===== config.mk =====
export PLATFORM = sky130hd
export DESIGN_NAME = tx_sched_arbiter_flat
export DESIGN_NICKNAME = d
export VERILOG_FILES = /design/src/rtl/tx_sched_arbiter_if.sv /design/src/rtl/tx_sched_arbiter.sv /design/src/flat_wrapper.sv
export SDC_FILE = /design/constraint.sdc
export NUM_CORES = 1
export LEC_CHECK = 0
export ABC_AREA = 1
export BUFFER_PORTS_ARGS = -buffer_cell sky130_fd_sc_hd__buf_2
export CAP_MARGIN = 25
export CORE_MARGIN = 4
export CORE_UTILIZATION = 54
export DETAILED_ROUTE_END_ITERATION = 16
export HOLD_SLACK_MARGIN = 0.02
export PLACE_DENSITY = 0.89
export SYNTH_ARGS = -nofsm -noshare
export SYNTH_HDL_FRONTEND = slang
export SYNTH_SLANG_ARGS = --single-unit

===== constraint.sdc =====
create_clock -name clk -period 2.47 [get_ports clk]
set_input_delay 0.1235 -clock clk [delete_from_list [all_inputs] [get_ports clk]]
set_output_delay 0.1235 -clock clk [all_outputs]
set_load 0.01 [all_outputs]

===== src/rtl/tx_sched_arbiter_if.sv =====
// Signal bundle for tx_sched_arbiter: requester byte streams, transmit line and register port.
// The requester side is the master and the arbiter is the slave.
interface tx_sched_arbiter_if #(
   parameter int NUM_REQ = 4
);
   logic [NUM_REQ-1:0]   req_valid;
   logic [8*NUM_REQ-1:0] req_data;
   logic [NUM_REQ-1:0]   req_last;
   logic [NUM_REQ-1:0]   req_ready;
   logic                 tx_en;
   logic [7:0]           tx_data;
   logic [1:0]           cfg_addr;
   logic                 cfg_wr;
   logic [7:0]           cfg_wdata;
   logic                 cfg_rd;
   logic [7:0]           cfg_rdata;

   modport master (
      output req_valid, req_data, req_last, cfg_addr, cfg_wr, cfg_wdata, cfg_rd,
      input  req_ready, tx_en, tx_data, cfg_rdata
   );

   modport slave (
      input  req_valid, req_data, req_last, cfg_addr, cfg_wr, cfg_wdata, cfg_rd,
      output req_ready, tx_en, tx_data, cfg_rdata
   );
endinterface


===== src/rtl/tx_sched_arbiter.sv =====
// Round-robin scheduler sharing one byte-wide transmit line among NUM_REQ packet requesters,
// with inter-packet gap, maximum grant length, packet counter and a small register port.
module tx_sched_arbiter #(
   parameter int NUM_REQ = 4,
   parameter int MAX_LEN = 64
) (
   input  logic              clk,
   input  logic              rst_n,
   tx_sched_arbiter_if.slave bus,
   output logic [1:0]        dbg_state
);
   localparam int         IDX_W    = $clog2(NUM_REQ);
   localparam logic [7:0] LAST_CNT = 8'(MAX_LEN - 1);

   typedef enum logic [1:0] {S_IDLE = 2'd0, S_SEND = 2'd1, S_GAP = 2'd2} state_t;

   state_t             state_q, state_d;
   logic [IDX_W-1:0]   grant_q, ptr_q, pick, idx;
   logic               pick_found;
   logic [7:0]         byte_cnt_q, gap_cnt_q;
   logic               en_q, err_q;
   logic [NUM_REQ-1:0] mask_q, eligible;
   logic [7:0]         gap_q, pkt_cnt_q;
   logic               tx_en_q;
   logic [7:0]         tx_data_q, rdata_q, rd_mux, mask_rd;
   logic               sel_valid, sel_last, xfer, at_max, pkt_end, trunc;
   logic [7:0]         sel_data;

   // Handshake: a byte moves on a rising edge where req_valid[i] and req_ready[i] are both high;
   // ready depends only on state/grant, so a requester may not wait for ready before raising valid.
   assign eligible  = bus.req_valid & mask_q;
   assign sel_valid = bus.req_valid[grant_q];
   assign sel_last  = bus.req_last[grant_q];
   assign sel_data  = bus.req_data[{grant_q, 3'b000} +: 8];
   assign xfer      = (state_q == S_SEND) && sel_valid;
   assign at_max    = (byte_cnt_q == LAST_CNT);
   assign pkt_end   = xfer && (sel_last || at_max);
   assign trunc     = xfer && !sel_last && at_max;

   // First eligible requester after the last grant, wrapping around.
   always_comb begin
      pick       = '0;
      pick_found = 1'b0;
      idx        = '0;
      for (int k = 1; k <= NUM_REQ; k++) begin
         idx = IDX_W'((int'(ptr_q) + k) % NUM_REQ);
         if (!pick_found && eligible[idx]) begin
            pick_found = 1'b1;
            pick       = idx;
         end
      end
   end

   always_comb begin
      state_d       = state_q;
      bus.req_ready = '0;
      unique case (state_q)
         S_IDLE: if (en_q && pick_found) state_d = S_SEND;
         S_SEND: begin
            bus.req_ready[grant_q] = 1'b1;
            if (pkt_end) state_d = (gap_q != 8'd0) ? S_GAP : S_IDLE;
         end
         S_GAP:  if (gap_cnt_q == 8'd0) state_d = S_IDLE;
         default: state_d = S_IDLE;
      endcase
   end

   always_comb begin
      mask_rd               = '0;
      mask_rd[NUM_REQ-1:0]  = mask_q;
      rd_mux                = '0;
      unique case (bus.cfg_addr)
         2'd0: rd_mux = {5'b0, err_q, (state_q != S_IDLE), en_q};
         2'd1: rd_mux = mask_rd;
         2'd2: rd_mux = gap_q;
         2'd3: rd_mux = pkt_cnt_q;
         default: rd_mux = '0;
      endcase
   end

   always_ff @(posedge clk or negedge rst_n) begin
      if (!rst_n) begin
         state_q    <= S_IDLE;
         grant_q    <= '0;
         ptr_q      <= IDX_W'(NUM_REQ - 1);
         byte_cnt_q <= '0;
         gap_cnt_q  <= '0;
         en_q       <= 1'b0;
         err_q      <= 1'b0;
         mask_q     <= '1;
         gap_q      <= '0;
         pkt_cnt_q  <= '0;
         tx_en_q    <= 1'b0;
         tx_data_q  <= '0;
         rdata_q    <= '0;
      end else begin
         state_q <= state_d;
         if (state_q == S_IDLE && state_d == S_SEND) begin
            grant_q <= pick;
            ptr_q   <= pick;
         end
         if (pkt_end)   byte_cnt_q <= '0;
         else if (xfer) byte_cnt_q <= byte_cnt_q + 8'd1;
         // Gap length is latched at packet end so a GAP rewrite only affects later packets.
         if (pkt_end)                                    gap_cnt_q <= gap_q - 8'd1;
         else if (state_q == S_GAP && gap_cnt_q != 8'd0) gap_cnt_q <= gap_cnt_q - 8'd1;
         tx_en_q <= xfer;
         if (xfer) tx_data_q <= sel_data;
         if (bus.cfg_wr && bus.cfg_addr == 2'd0) en_q   <= bus.cfg_wdata[0];
         if (bus.cfg_wr && bus.cfg_addr == 2'd1) mask_q <= bus.cfg_wdata[NUM_REQ-1:0];
         if (bus.cfg_wr && bus.cfg_addr == 2'd2) gap_q  <= bus.cfg_wdata;
         if (trunc)                                                    err_q <= 1'b1;
         else if (bus.cfg_wr && bus.cfg_addr == 2'd0 && bus.cfg_wdata[2]) err_q <= 1'b0;
         if (bus.cfg_wr && bus.cfg_addr == 2'd3) pkt_cnt_q <= '0;
         else if (pkt_end)                       pkt_cnt_q <= pkt_cnt_q + 8'd1;
         if (bus.cfg_rd) rdata_q <= rd_mux;
      end
   end

   assign bus.tx_en     = tx_en_q;
   assign bus.tx_data   = tx_data_q;
   assign bus.cfg_rdata = rdata_q;
   assign dbg_state     = state_q;
endmodule


===== src/flat_wrapper.sv =====
// flat-port wrapper written by rule: the top's interface ports become plain ports
module tx_sched_arbiter_flat 
#(
   parameter int NUM_REQ = 4,
   parameter int MAX_LEN = 64
)
  (clk, rst_n, dbg_state, bus_req_valid, bus_req_data, bus_req_last, bus_cfg_addr, bus_cfg_wr, bus_cfg_wdata, bus_cfg_rd, bus_req_ready, bus_tx_en, bus_tx_data, bus_cfg_rdata);
  tx_sched_arbiter_if #(.NUM_REQ(NUM_REQ)) bus_i ();
  input  logic clk;
  input  logic rst_n;
  output logic [1:0] dbg_state;
  input wire logic [$bits(bus_i.req_valid)-1:0] bus_req_valid;
  input wire logic [$bits(bus_i.req_data)-1:0] bus_req_data;
  input wire logic [$bits(bus_i.req_last)-1:0] bus_req_last;
  input wire logic [$bits(bus_i.cfg_addr)-1:0] bus_cfg_addr;
  input wire logic [$bits(bus_i.cfg_wr)-1:0] bus_cfg_wr;
  input wire logic [$bits(bus_i.cfg_wdata)-1:0] bus_cfg_wdata;
  input wire logic [$bits(bus_i.cfg_rd)-1:0] bus_cfg_rd;
  output wire logic [$bits(bus_i.req_ready)-1:0] bus_req_ready;
  output wire logic [$bits(bus_i.tx_en)-1:0] bus_tx_en;
  output wire logic [$bits(bus_i.tx_data)-1:0] bus_tx_data;
  output wire logic [$bits(bus_i.cfg_rdata)-1:0] bus_cfg_rdata;
  assign bus_i.req_valid = bus_req_valid;
  assign bus_i.req_data = bus_req_data;
  assign bus_i.req_last = bus_req_last;
  assign bus_i.cfg_addr = bus_cfg_addr;
  assign bus_i.cfg_wr = bus_cfg_wr;
  assign bus_i.cfg_wdata = bus_cfg_wdata;
  assign bus_i.cfg_rd = bus_cfg_rd;
  assign bus_req_ready = bus_i.req_ready;
  assign bus_tx_en = bus_i.tx_en;
  assign bus_tx_data = bus_i.tx_data;
  assign bus_cfg_rdata = bus_i.cfg_rdata;
  tx_sched_arbiter #(.NUM_REQ(NUM_REQ), .MAX_LEN(MAX_LEN)) u_core (.clk(clk), .rst_n(rst_n), .bus(bus_i), .dbg_state(dbg_state));
endmodule

==> results_dict.tcl <==
set metrics [dict create \
    status "completed" \
    antenna_diode_instance_count 0 \
    static_leakage_power_nw 2.17 \
    clock_power_share_pct 21.9 \
    internal_power_mw 2.81 \
    yosysUniqueCellTypes 41 \
    setup.worst_path.class "flop to flop" \
    synthDominantAreaCellType "sky130_fd_sc_hd__dfrtp_1" \
    antenna_found_initial 0 \
    cts-root-to-sink-buffers 2 \
    cp-end-kind "flop" \
    setup_tns_ps 0 \
    critical_path.startpoint "u_core.grant_q[0]$_DFFE_PN0P_" \
    place.gp.congestion 0.864 \
    layout-drive-gt1-share_pct 23.8 \
    final-seq-area_mm2 0.00153 \
    worstRegToRegCells 14 \
    count_of_buffers_inserted_at_the_top_level_ports 76 \
    clkSlewWorstSetupHoldPaths_ps 70 \
    worstReg2RegStart "u_core.grant_q[0]$_DFFE_PN0P_" \
    critical_path.cell_chain "nand2_1, nand2_1, nand2_1, nand2_2, nand2_4, nand2_4, buf_4, nand2_1, nand2_1, nand2_2, nor2_1, nand3_1, nand3_1, nand2_1" \
    floorplan.rows 28 \
    worst_relative_slew_slack_pct 49.8 \
    power_density_mw_per_mm2 1150 \
    critical_path.max_fanout 14 \
    max_clock_freq_mhz 454 \
    postcts_resize_cnt 0 \
    hold_path_class "input pin to flop" \
    wl_per_cell_um 13.5 \
    clock_tree_from_tritoncts "built" \
    r2r-end "u_core.gap_cnt_q[7]$_DFFE_PN0P_" \
    grt_start_max_net_pins 62 \
    dr.first_iter.drc_count 231 \
    maxCapViolCount 0 \
    clockRootBuffer "sky130_fd_sc_hd__clkbuf_8" \
    synth-edff-count 0 \
    route.final.wire_length_mm 8.43 \
    die_width_um 88.2 \
    insertion_delay_ps 340 \
    grt_first_pass_wirelength_mm 14.7 \
    hold_viol_final 0 \
    grt.overflow.total 0 \
    first_global_vias 3394 \
    async_set_or_reset_register_ratio_after_synthesis_pct 100 \
    syn_nets 514 \
    setup_repair_after_global_routing_missed_its_margin "no" \
    syn_area_per_cell_um2 7.59 \
    crit_path_to "u_core.gap_cnt_q[7]$_DFFE_PN0P_" \
    die_height_um 88.2 \
    dp.final_hpwl_mm 6.37 \
    slew_viol_final 0 \
    synthToLayoutAreaGrowth_pct 21.4 \
    worst-r2r-setup-slack_ps 270 \
    mappedNetlistArea_mm2 0.00347 \
    synth_top_cell_area_share_pct 39.7 \
    netlist_top_cells_area "sky130_fd_sc_hd__dfrtp_1, sky130_fd_sc_hd__nand2_1, sky130_fd_sc_hd__inv_1" \
    initial_utilization_pct 57.2 \
    shortest_clock_period_the_worst_path_allows_after_layout_ps 2200 \
    peakVddDrop_uv 906 \
    floorplan.die_area_mm2 0.00777 \
    place_area_mm2 0.00394 \
    critPathSlowestCell "sky130_fd_sc_hd__dfrtp_1" \
    routed-via-count 3410 \
    max_slew.worst_pin.slew_ps 754 \
    netSwitchingPower_mw 2.03 \
    sequential_share_of_power_pct 32.7 \
    crit_arrival_ps 2440 \
    timing.final.ws_setup_ps 265 \
    synth_warnings 0 \
    nNetsFinal 599 \
    number_of_nets_still_failing_antenna_checks_after_routing 0 \
    nFillCells 488 \
    postSynthCellCount 457 \
    detail_route.vias_per_cell 5.48 \
    grtUsageTotal_pct 23.8 \
    crit_top_cell "sky130_fd_sc_hd__nand2_1" \
    ys_seq_elements 61 \
    startpoint_type "flop" \
    cts_made_buffers 9 \
    post_cts_hold_buffer_count 3 \
    cts_max_level 3 \
    maximum_single_stage_delay_on_the_critical_path_ps 590 \
    post-route-period-util_pct 89.3 \
    postCtsSetupRepairBufs 0 \
    comb_power_share_pct 45.4 \
    fin_worst_skew_ps 7.48 \
    final_cell_area_mm2 0.00421 \
    remaining_drc_errors 0 \
    setup-violations-final 0 \
    pre_cts_slack_ps 304 \
    multiInputGateArea_mm2 0.00163 \
    synth_sequential_area_ratio_pct 44.2 \
    critPathRequiredTime_ps 2700 \
    io_pins 77 \
    switching_share_pct 41.9 \
    drt-pass1-iter-count 5 \
    fp.coreArea_mm2 0.00606 \
    clock_sinks 61 \
    ys.flop_type "sky130_fd_sc_hd__dfrtp_1" \
]
## registers in the layout, summed over array words and instances, names as in the netlist, 4 cells and up
signal                cells
u_core.bus.cfg_rdata      8
u_core.bus.tx_data        8
u_core.byte_cnt_q         8
u_core.gap_cnt_q          8
u_core.gap_q              8
u_core.mask_q             4
u_core.pkt_cnt_q          8
## worst min-delay path by stage
stage	from	to	slack [ps]	cells after the start
after global routing	bus_cfg_wdata[4]	u_core.gap_q[4]$_DFFE_PN0P_	40	3
after detailed placement	rst_n	u_core.gap_q[1]$_DFFE_PN0P_	320	2
after global placement	rst_n	u_core.bus.tx_data[0]$_DFFE_PN0P_	320	2
final	bus_cfg_wdata[4]	u_core.gap_q[4]$_DFFE_PN0P_	40	3
after CTS	bus_cfg_wdata[7]	u_core.gap_q[7]$_DFFE_PN0P_	30	3
after floorplan	rst_n	u_core.bus.cfg_rdata[0]$_DFFE_PN0P_	-170	0
## power groups by stage
stage,logic [mW],registers [mW],clock network [mW]
6_report,2.20,1.58,1.06
5_1_grt,2.50,1.62,1.12
3_5_place_dp,2.18,1.59,0
3_3_place_gp,2.09,1.58,0
4_1_cts,2.19,1.58,1.08
2_1_floorplan,1.62,1.55,0
## cells by family after synthesis
| kind of cell | Yosys count | share of synthesized area (%) |
|---|---|---|
| compound gates | 85 | 14.6 |
| fa+ha+maj | 3 | 1.08 |
| xor+xnor | 1 | 0.252 |
| flops | 61 | 44.2 |
| simple gates | 229 | 29.6 |
| mux | 4 | 1.30 |
| buf+inv | 74 | 8.91 |
## layout make-up
cell class / instances / share of cell area (%)
multi-input cells: 322 / 38.6
flip-flops and latches: 61 / 36.4
repair buffers: 87 / 11.5
inverters: 61 / 5.49
clock buffers: 13 / 4.25
well taps: 75 / 2.23
clock inverters: 3 / 1.54
## critical path, delay by kind of cell, from the launching register on
family / cells / cell delay [ps]
simple gates: 13 / 1290
flops: 1 / 590
buf+inv: 1 / 220
## cell usage in the layout (no fill, tap or decap), types with 2 or more instances in the layout
cell type                         n
sky130_fd_sc_hd__nand2_1        114
sky130_fd_sc_hd__buf_2           76
sky130_fd_sc_hd__inv_1           58
sky130_fd_sc_hd__dfrtp_1         55
sky130_fd_sc_hd__nor2_1          48
sky130_fd_sc_hd__nand3_1         36
sky130_fd_sc_hd__o21ai_0         33
sky130_fd_sc_hd__a21oi_1         14
sky130_fd_sc_hd__clkbuf_8        13
sky130_fd_sc_hd__a22oi_1          9
sky130_fd_sc_hd__nor3_1           8
sky130_fd_sc_hd__a41oi_1          8
sky130_fd_sc_hd__o21ai_1          7
sky130_fd_sc_hd__buf_4            7
sky130_fd_sc_hd__a31oi_1          6
sky130_fd_sc_hd__dfstp_2          6
sky130_fd_sc_hd__nand2_2          4
sky130_fd_sc_hd__nand4_1          4
sky130_fd_sc_hd__mux2_2           4
sky130_fd_sc_hd__nor2_2           3
sky130_fd_sc_hd__ha_1             3
sky130_fd_sc_hd__dlygate4sd3_1    3
sky130_fd_sc_hd__inv_2            2
sky130_fd_sc_hd__nor2_4           2
sky130_fd_sc_hd__nand2_4          2
sky130_fd_sc_hd__o22ai_1          2
sky130_fd_sc_hd__nor3_2           2
sky130_fd_sc_hd__o2111ai_1        2
sky130_fd_sc_hd__bufinv_16        2
## metal layers
layer | track usage [%] | vias up | wire (µm)
li1 | - | 1678 | -
met1 | 29.4 | 1595 | 3450
met2 | 41.8 | 121 | 4350
met3 | 4.80 | 16 | 497
met4 | 8.10 | 0 | 123
met5 | 0 | - | 0
## per-stage QoR
stage | total power [mW] | hold WS, ps | util, % | instances
CTS | 4.85 | 33.0 | 69.5 | 622
detailed placement | 3.77 | 322 | 65.0 | 603
global route | 5.25 | 38.6 | 69.5 | 622
floorplan | 3.17 | -172 | - | 457
global placement | 3.67 | 324 | 65.0 | 603
finish | 4.84 | 37.5 | 69.5 | 622
## cell usage after synthesis (3+ instances only)
cell type,instances
sky130_fd_sc_hd__a21oi_1,14
sky130_fd_sc_hd__a22oi_1,9
sky130_fd_sc_hd__a31oi_1,6
sky130_fd_sc_hd__a41oi_1,8
sky130_fd_sc_hd__buf_6,3
sky130_fd_sc_hd__clkbuf_1,5
sky130_fd_sc_hd__dfrtp_1,55
sky130_fd_sc_hd__dfstp_2,6
sky130_fd_sc_hd__ha_1,3
sky130_fd_sc_hd__inv_1,58
sky130_fd_sc_hd__mux2_2,4
sky130_fd_sc_hd__nand2_1,114
sky130_fd_sc_hd__nand2_2,4
sky130_fd_sc_hd__nand3_1,36
sky130_fd_sc_hd__nand4_1,4
sky130_fd_sc_hd__nor2_1,48
sky130_fd_sc_hd__nor2_2,3
sky130_fd_sc_hd__nor3_1,8
sky130_fd_sc_hd__o21ai_0,33
sky130_fd_sc_hd__o21ai_1,7
No activity file was read; power rests on OpenSTA's default activity.
